===== config.mk =====
export PLATFORM = sky130hd
export DESIGN_NAME = out_uart_tx
export DESIGN_NICKNAME = d
export VERILOG_FILES = /design/src/rtl/tiny16_pkg.sv /design/src/rtl/uart_tx_byte.sv /design/src/rtl/out_uart_tx.sv
export SDC_FILE = /design/constraint.sdc
export NUM_CORES = 1
export LEC_CHECK = 0
export CAP_MARGIN = 40
export CORE_MARGIN = 10
export CORE_UTILIZATION = 55
export CTS_CLUSTER_SIZE = 10
export DETAILED_ROUTE_END_ITERATION = 8
export GPL_TIMING_DRIVEN = 0
export PLACE_DENSITY = 0.8
export SYNTH_ARGS = -nofsm -noshare
export SYNTH_HDL_FRONTEND = slang
export SYNTH_SLANG_ARGS = --single-unit

===== constraint.sdc =====
create_clock -name CLK -period 4.91 [get_ports CLK]
set_input_delay 0.982 -clock CLK [delete_from_list [all_inputs] [get_ports CLK]]
set_output_delay 0.982 -clock CLK [all_outputs]
set_load 0.01 [all_outputs]

===== src/rtl/tiny16_pkg.sv =====
// Shared types and constants for the tiny16 CPU output UART: transmitter states,
// ASCII codes used by the hex formatter, and 8N1 frame constants.
package tiny16_pkg;

  typedef enum logic [2:0] {
    ST_IDLE,
    ST_START,
    ST_BITS,
    ST_STOP,
    ST_NEXT
  } tx_state_e;

  localparam logic [7:0] ASCII_CR   = 8'h0D;
  localparam logic [7:0] ASCII_LF   = 8'h0A;
  localparam logic [7:0] ASCII_ZERO = 8'h30;
  localparam logic [7:0] ASCII_A    = 8'h41;

  localparam logic FRAME_START     = 1'b0;
  localparam logic FRAME_STOP      = 1'b1;
  localparam int   FRAME_DATA_BITS = 8;

  function automatic logic [7:0] hex_ascii(input logic [3:0] nib);
    return (nib < 4'd10) ? ASCII_ZERO + {4'd0, nib}
                         : ASCII_A + {4'd0, nib} - 8'd10;
  endfunction

endpackage


===== src/rtl/uart_tx_byte.sv =====
// Single-byte 8N1 serializer. The final stop-bit cycle is either IDLE or NEXT,
// so a following byte (or word) starts with no idle gap on the line.
module uart_tx_byte
  import tiny16_pkg::*;
#(
  parameter int CLK_DIV = 139
) (
  input  logic       i_clk,
  input  logic       i_rst_n,
  input  logic       i_load,
  input  logic [7:0] i_byte,
  input  logic       i_more,
  output logic       o_tx,
  output logic       o_idle,
  output logic       o_done
);

  localparam int             CW        = $clog2(CLK_DIV);
  localparam logic [CW-1:0]  BAUD_LAST = CW'(CLK_DIV - 1);
  localparam logic [CW-1:0]  STOP_LAST = CW'(CLK_DIV - 2);
  localparam logic [2:0]     BIT_LAST  = 3'(FRAME_DATA_BITS - 1);

  tx_state_e     r_state, w_state_nxt;
  logic [CW-1:0] r_baud, w_baud_nxt;
  logic [2:0]    r_bit, w_bit_nxt;
  logic [7:0]    r_byte, w_byte_nxt;
  logic          r_tx, w_tx_nxt;
  logic          w_baud_end;

  assign w_baud_end = (r_baud == BAUD_LAST);

  always_comb begin
    // NOTE: every output of this block gets a default first, so no path can infer a latch.
    w_state_nxt = r_state;
    w_baud_nxt  = w_baud_end ? '0 : r_baud + 1'b1;
    w_bit_nxt   = r_bit;
    w_byte_nxt  = r_byte;
    w_tx_nxt    = FRAME_STOP;
    o_done      = 1'b0;

    case (r_state)
      ST_IDLE: begin
        w_baud_nxt = '0;
        w_bit_nxt  = '0;
        if (i_load) begin
          w_state_nxt = ST_START;
          w_byte_nxt  = i_byte;
        end
      end
      ST_START: begin
        if (w_baud_end) w_state_nxt = ST_BITS;
      end
      ST_BITS: begin
        if (w_baud_end) begin
          w_bit_nxt = r_bit + 3'd1;
          if (r_bit == BIT_LAST) w_state_nxt = ST_STOP;
        end
      end
      ST_STOP: begin
        // Stop bit's last cycle is spent in NEXT (load) or IDLE (accept).
        if (r_baud == STOP_LAST) begin
          o_done = 1'b1;
          if (i_more) begin
            w_state_nxt = ST_NEXT;
          end else begin
            w_state_nxt = ST_IDLE;
            w_baud_nxt  = '0;
          end
        end
      end
      ST_NEXT: begin
        w_state_nxt = ST_START;
        w_byte_nxt  = i_byte;
      end
      default: w_state_nxt = ST_IDLE;
    endcase

    case (w_state_nxt)
      ST_START: w_tx_nxt = FRAME_START;
      ST_BITS:  w_tx_nxt = w_byte_nxt[w_bit_nxt];
      default:  w_tx_nxt = FRAME_STOP;
    endcase
  end

  // NOTE: sequential state uses non-blocking assignments only.
  always_ff @(posedge i_clk) begin
    if (!i_rst_n) begin
      r_state <= ST_IDLE;
      r_baud  <= '0;
      r_bit   <= '0;
      r_byte  <= '0;
      r_tx    <= FRAME_STOP;
    end else begin
      r_state <= w_state_nxt;
      r_baud  <= w_baud_nxt;
      r_bit   <= w_bit_nxt;
      r_byte  <= w_byte_nxt;
      r_tx    <= w_tx_nxt;
    end
  end

  assign o_tx   = r_tx;
  assign o_idle = (r_state == ST_IDLE);

endmodule


===== src/rtl/out_uart_tx.sv =====
// CPU OUT-port UART transmitter: sends each accepted 16-bit word as two raw bytes,
// or, with OUT_TX_HEX_EN defined, as four uppercase hex digits followed by CR LF.
module out_uart_tx
  import tiny16_pkg::*;
#(
  parameter int CLK_DIV = 139
) (
  input  logic        CLK,
  input  logic        RST,
  input  logic [15:0] DATA,
  input  logic        VALID,
  output logic        READY,
  output logic        TX,
  output logic        BUSY
);

  generate
    if (CLK_DIV < 2) begin : g_bad_clk_div
      $error("out_uart_tx: CLK_DIV must be at least 2");
    end
  endgenerate

`ifdef OUT_TX_HEX_EN
  localparam logic [2:0] LAST_IDX = 3'd5;

  function automatic logic [7:0] pick_byte(input logic [15:0] word, input logic [2:0] idx);
    case (idx)
      3'd0:    return hex_ascii(word[15:12]);
      3'd1:    return hex_ascii(word[11:8]);
      3'd2:    return hex_ascii(word[7:4]);
      3'd3:    return hex_ascii(word[3:0]);
      3'd4:    return ASCII_CR;
      default: return ASCII_LF;
    endcase
  endfunction
`else
  localparam logic [2:0] LAST_IDX = 3'd1;

  function automatic logic [7:0] pick_byte(input logic [15:0] word, input logic [2:0] idx);
    return (idx == 3'd0) ? word[15:8] : word[7:0];
  endfunction
`endif

  logic        r_alive;
  logic [15:0] r_word;
  logic [2:0]  r_idx;
  logic        w_idle, w_done, w_more, w_accept;
  logic [7:0]  w_byte;

  assign READY    = r_alive & w_idle;
  assign BUSY     = r_alive & ~w_idle;
  assign w_accept = READY & VALID;
  assign w_more   = (r_idx != LAST_IDX);
  // The first byte comes straight from DATA because the word is captured on the same edge.
  assign w_byte   = w_idle ? pick_byte(DATA, 3'd0) : pick_byte(r_word, r_idx);

  always_ff @(posedge CLK) begin
    if (!RST) begin
      r_alive <= 1'b0;
      r_word  <= '0;
      r_idx   <= '0;
    end else begin
      r_alive <= 1'b1;
      if (w_accept) begin
        r_word <= DATA;
        r_idx  <= '0;
      end else if (w_done && w_more) begin
        r_idx <= r_idx + 3'd1;
      end
    end
  end

  uart_tx_byte #(
    .CLK_DIV (CLK_DIV)
  ) u_byte (
    .i_clk   (CLK),
    .i_rst_n (RST),
    .i_load  (w_accept),
    .i_byte  (w_byte),
    .i_more  (w_more),
    .o_tx    (TX),
    .o_idle  (w_idle),
    .o_done  (w_done)
  );

endmodule


======== Word-level counts from Yosys, hierarchy flattened ========
Cells that the tools add are included.
word-level totals
  bits in registers ....................... 43
  input bits .............................. 19
  output and inout bits ................... 3
  logic and storage cells ................. 54
operators by class
  add/sub/neg operators ................... 3
  magnitude comparators ................... 1
  eq/ne operators ......................... 10
  mux-type cells .......................... 23
  bitwise logic cells ..................... 5
  reduce and logical (&&, ||, !) cells .... 4
operators with widths
  cell                                                                  number
  8-bit two-way mux                                                     6
  8-bit one-hot mux with 2 select lines                                 2
  3-bit two-way mux                                                     7
  8-bit == test, second input constant                                  2
  3-bit one-hot mux with 5 select lines                                 1
  3-bit by 2-bit == test with 1-bit output, second input constant       3
  8-bit by 1-bit adder with 8-bit output, second input constant         1
  3-bit by 1-bit adder with 3-bit output, second input constant         2
  3-bit by 1-bit == test with 1-bit output, second input constant       2
  3-bit == test, second input constant                                  2
  3-bit logical NOT                                                     2
  3-bit one-hot mux with 2 select lines                                 1
  3-bit by 4-bit < comparator with 1-bit output, second input constant  1
  1-bit two-way mux                                                     4
  1-bit AND                                                             3
  1-bit binary-select mux with 3-bit select                             1
  3-bit by 1-bit != test with 1-bit output, second input constant       1
  1-bit inverter                                                        2
  1-bit one-hot mux with 2 select lines                                 1
  2-bit OR reduction                                                    1
  1-bit logical AND                                                     1

======== Longest topological paths before layout ========
  word-level depth ........................ 8
  gate-level depth with buffers ........... 9
  mapped depth without buffers ............ 8

======== Hierarchy ========
Synthesis repeated with hierarchy kept, for this count alone.
unflattened totals
  cells, all modules ...................... 261
  area total of the unflattened synthesis .. 2336.0 um^2
by module, submodules not included
  module        times used  cells each  area an instance (um^2)  seq. area each (um^2)
  uart_tx_byte  1           139         1305.0                   460.4
  out_uart_tx   1           122         1031.0                   400.4

======== Worst setup path after synthesis ========
No wires, ideal clock.
  kind .................................... input to register
  start ................................... input VALID
  end ..................................... register u_byte.r_tx (netlist: u_byte.o_tx)
  library setup time ...................... 0.115 ns
  arrival time ............................ 2.179 ns
  required time ........................... 4.795 ns
  path slack .............................. 2.616 ns
  cell stages on the path ................. 7
  buffers on the path ..................... 1
  cell sequence ........................... and4bb_2 > nand2_1 > clkbuf_1 > a21oi_1 > o211ai_1 > a41oi_1 > a31o_1
between the ends
  word-level cells in the longest chain between the ends .. 6
  elaborated cells on any way between the ends .. 10
  those cells by class .................... eq/ne (2); mux (7); bitwise (1)
RTL lines
  element                                    RTL line            source
  start: declaration                         out_uart_tx.sv:11   input logic VALID,
  1-bit AND (*)                              out_uart_tx.sv:52   assign w_accept = READY & VALID;
  8-bit two-way mux                          uart_tx_byte.sv:45  if (i_load) begin
  8-bit one-hot mux with 2 select lines      uart_tx_byte.sv:41  case (r_state)
  1-bit binary-select mux with 3-bit select  uart_tx_byte.sv:80  ST_BITS: w_tx_nxt = w_byte_nxt[w_bit_nxt];
  1-bit two-way mux (implied by the code)    uart_tx_byte.sv:80
  1-bit one-hot mux with 2 select lines (*)  uart_tx_byte.sv:78  case (w_state_nxt)
  end signal: assignment                     uart_tx_byte.sv:98  r_tx <= w_tx_nxt;
  end: declaration                           uart_tx_byte.sv:27  logic r_tx, w_tx_nxt;
Mark *: on every way between the ends. The rest lies on a longest branch, timed or not. The select of a mux whose other input is x is not followed.
A chain may end at the register's enable or synchronous reset.

======== Worst setup path in the final report ========
Ends and elaborated chain as after synthesis.

==> summary.txt <==
Starting density of the core: 56.5%
WL per Instance: 14.9 um
Die Area: 7040 sq um
Share of cells above drive strength 1: 9.47%
Largest cells by area after synthesis: dfxtp_1 (38%), nand2_1 (7.0%), a21boi_0 (6.4%)
Top-Level Pins: 22
GRT Total Usage: 14.1%
Post-cts sizing count: 0
Remaining DRCs: 0
Final worst path period share: 58.8%
Max_cap viols: 0
Flops & latches, synth: 43
Post-Synthesis Cell Area: 2240 sq um
Worst Setup End Kind: register
Count of flip-flops with a built-in enable after synthesis: 0
Clk buf depth: 2
Top-area cell type share of the netlist area: 38.4%
Maximum VDD drop: 0.140 mV
Synth warn: 0
Relative slew margins: 59.0%
Post-DP HPWL: 3.65 mm
Remaining antenna violation count after routing: 0
R2r worst-path depth: 8
Final hold viol count: 0
Routed via count: 1,897
Arrival time at the worst endpoint: 3.08 ns
CP peak stage delay: 0.54 ns
Row cnt: 23
Leakage: 1.01 nW
Placed cell areas: 2520 sq um
Clk sinks: 43
Ys flop type: dfxtp_1
H-tree Lvls: 2
Commonest cells after routing, fill and taps aside: dfxtp_1 (43), nand2_1 (42), clkdlybuf4s50_1 (21), a21boi_0 (19), nor2_1 (17)
Cts hold-fix bufs: 0
Number of DRC markers in iteration 0: 141
Power Dens Cells: 253 nW/um^2
Layout Cells excl Fill: 335
Vias in the first global route: 1,876
Crit. Startpoint: VALID
Placed Cells: 327
Post-synthesis sequential area ratio: 38.4%
Most common cell after layout, fill and taps aside: dfxtp_1
Fmax: 0.347 GHz
Crit-path cells: clkdlybuf4s50_1, nand2_1, nor3_2, a21oi_1, a221o_1, a211o_1, a31o_1
Drt total wl: 4.98 mm
Area growth syn-to-layout: 15.8%
Clock transition at the registers of the reported paths: 0.08 ns
Gpl congestion: 0.839
CTS tree: yes
Initial antenna violation count: 0
Async SR Flop Fraction: 0%
Clock skew: 0.00551 ns
Tmin final: 2.88 ns
Top cell family by delay on the critical path: compound AO/OA/AOI/OAI gates
Slew @ Worst Pin: 0.612 ns
Root Driver: clkbuf_8
Grt ovf: 0
Post-Syn Instances: 256
RSZ-0062 raised after global routing: no
Buffers and inverters on the worst path: 1
DR pass1 iterations: 4
Status: finished, final reports clean
Core box area: 3970 sq um
Total negative slack: 0 ns
First-pass GRT wire length: 8.42 mm
Hold depth: 2
Leading area contributor after synthesis: dfxtp_1
Final Slew Violations: 0
Net Count, Synth: 283
Crit path required time: 5.11 ns
Mean post-synth cell area: 8.77 sq um
Vias per cell: 5.66
Diode count: 0
Final setup viols: 0
Critical setup path kind: in -> reg
Critical path fanouts, max: 7
Nets: 311
Total CTS buffers: 5
DIE WIDTH: 83.9 um
Final Cell Area: 2600 sq um
Worst setup SP type: input pin
Synth cell types: 52
HP Class: reg -> reg
Port Buffer Count: 21
Worst hold start: r_word[12]
Die Span Y: 83.9 um
Crit path depth: 7
CP max-delay cell: clkdlybuf4s50_1
Worst-skew pair later-pin latency: 0.30 ns
RR Startpoint: u_byte.r_baud[0]
Post-CTS Repair Setup Buffers: 0
Largest net degree at the start of global routing: 13
-- per-layer routing --
metal | routed length, um | share of wire (%) | track usage [%] | vias to the layer above
met5 | 0 | 0 | 0 | -
met4 | 102 | 2.0 | 7.31 | 0
met3 | 167 | 3.4 | 2.83 | 9
met2 | 2260 | 45 | 22.0 | 39
met1 | 2450 | 49 | 17.7 | 899
li1 | - | - | - | 950
-- area by class of cell --
class | count | area (sq um)
buffer | 10 | 58.8
clock buffer | 7 | 76.3
clock inverter | 1 | 5.00
fill | 342 | 1370
inverter | 12 | 45.0
multi-input combinational | 191 | 1280
sequential | 43 | 861
tap | 50 | 62.6
timing repair buffer | 21 | 210
-- synthesized netlist by cell type (2+ instances only) --
master and instances:
a22oi_1 2, mux2i_1 8, ha_1 8, a41oi_1 2, nor2b_1 6, nor2_1 17
and4_2 3, nand2b_1 2, inv_1 12, o221ai_1 3, nand2_1 42, clkbuf_8 2
nand4_1 2, nand3b_1 2, and2_1 9, o211ai_1 3, dfxtp_1 43, o21ai_0 10
a211oi_1 2, and2_2 2, xor2_1 7, a21boi_0 19, nand3_1 7, clkbuf_1 7
mux2_2 3, a2bb2oi_1 2, or2_2 2, a21oi_1 3, and3_1 2, xnor2_1 2
-- power by group --
part	internal, mW	leakage [nW]	switching [mW]
registers	0.360	0.350	0.00710
clock network	0.0999	0.0422	0.117
logic	0.0360	0.620	0.0365
-- worst paths after layout --
| kind | to | slack [ns] |
|---|---|---|
| max | u_byte.o_tx | 2.03 |
| min | r_word[12] | 0.47 |
| max reg2reg | u_byte.o_tx | 2.43 |
| min reg2reg | r_word[12] | 0.47 |
-- cell families (layout without fill, tap and decap cells) --
group	Yosys count	count (layout)	share of synthesized area [%]
buf+inv	22	51	4.63
simple gates	106	106	25.1
xor+xnor	9	9	3.51
fa+ha+maj	8	8	4.46
compound gates	57	57	18.8
mux	11	11	5.07
flops	43	43	38.4
-- tightest hold or removal path, delay by kind of cell, from the launching register on --
family,cells,cell delay [ns]
and+or+nand+nor,1,0.05
DFF,1,0.31
AOI/OAI and AO/OA,1,0.06
-- flip-flops by register name, summed over array words and instances, names as in the netlist --
signal          flops
u_byte.r_byte       8
u_byte.r_bit        3
u_byte.r_state      3
u_byte.r_baud       8
r_idx               3
u_byte.o_tx         1
r_word             16
r_alive             1
-- stage by stage --
stage / hold slack (ns) / worst slack (ns) / utilization, % / total power [mW]
3_5_place_dp: 0.458 / 1.78 / 63.4 / 0.447
2_1_floorplan: 0.440 / 2.62 / - / 0.415
6_report: 0.466 / 2.03 / 65.4 / 0.657
3_3_place_gp: 0.448 / 1.80 / 63.4 / 0.445
5_1_grt: 0.492 / 1.90 / 65.4 / 0.684
4_1_cts: 0.469 / 2.10 / 65.4 / 0.664
(Power assumes the default switching activity.)
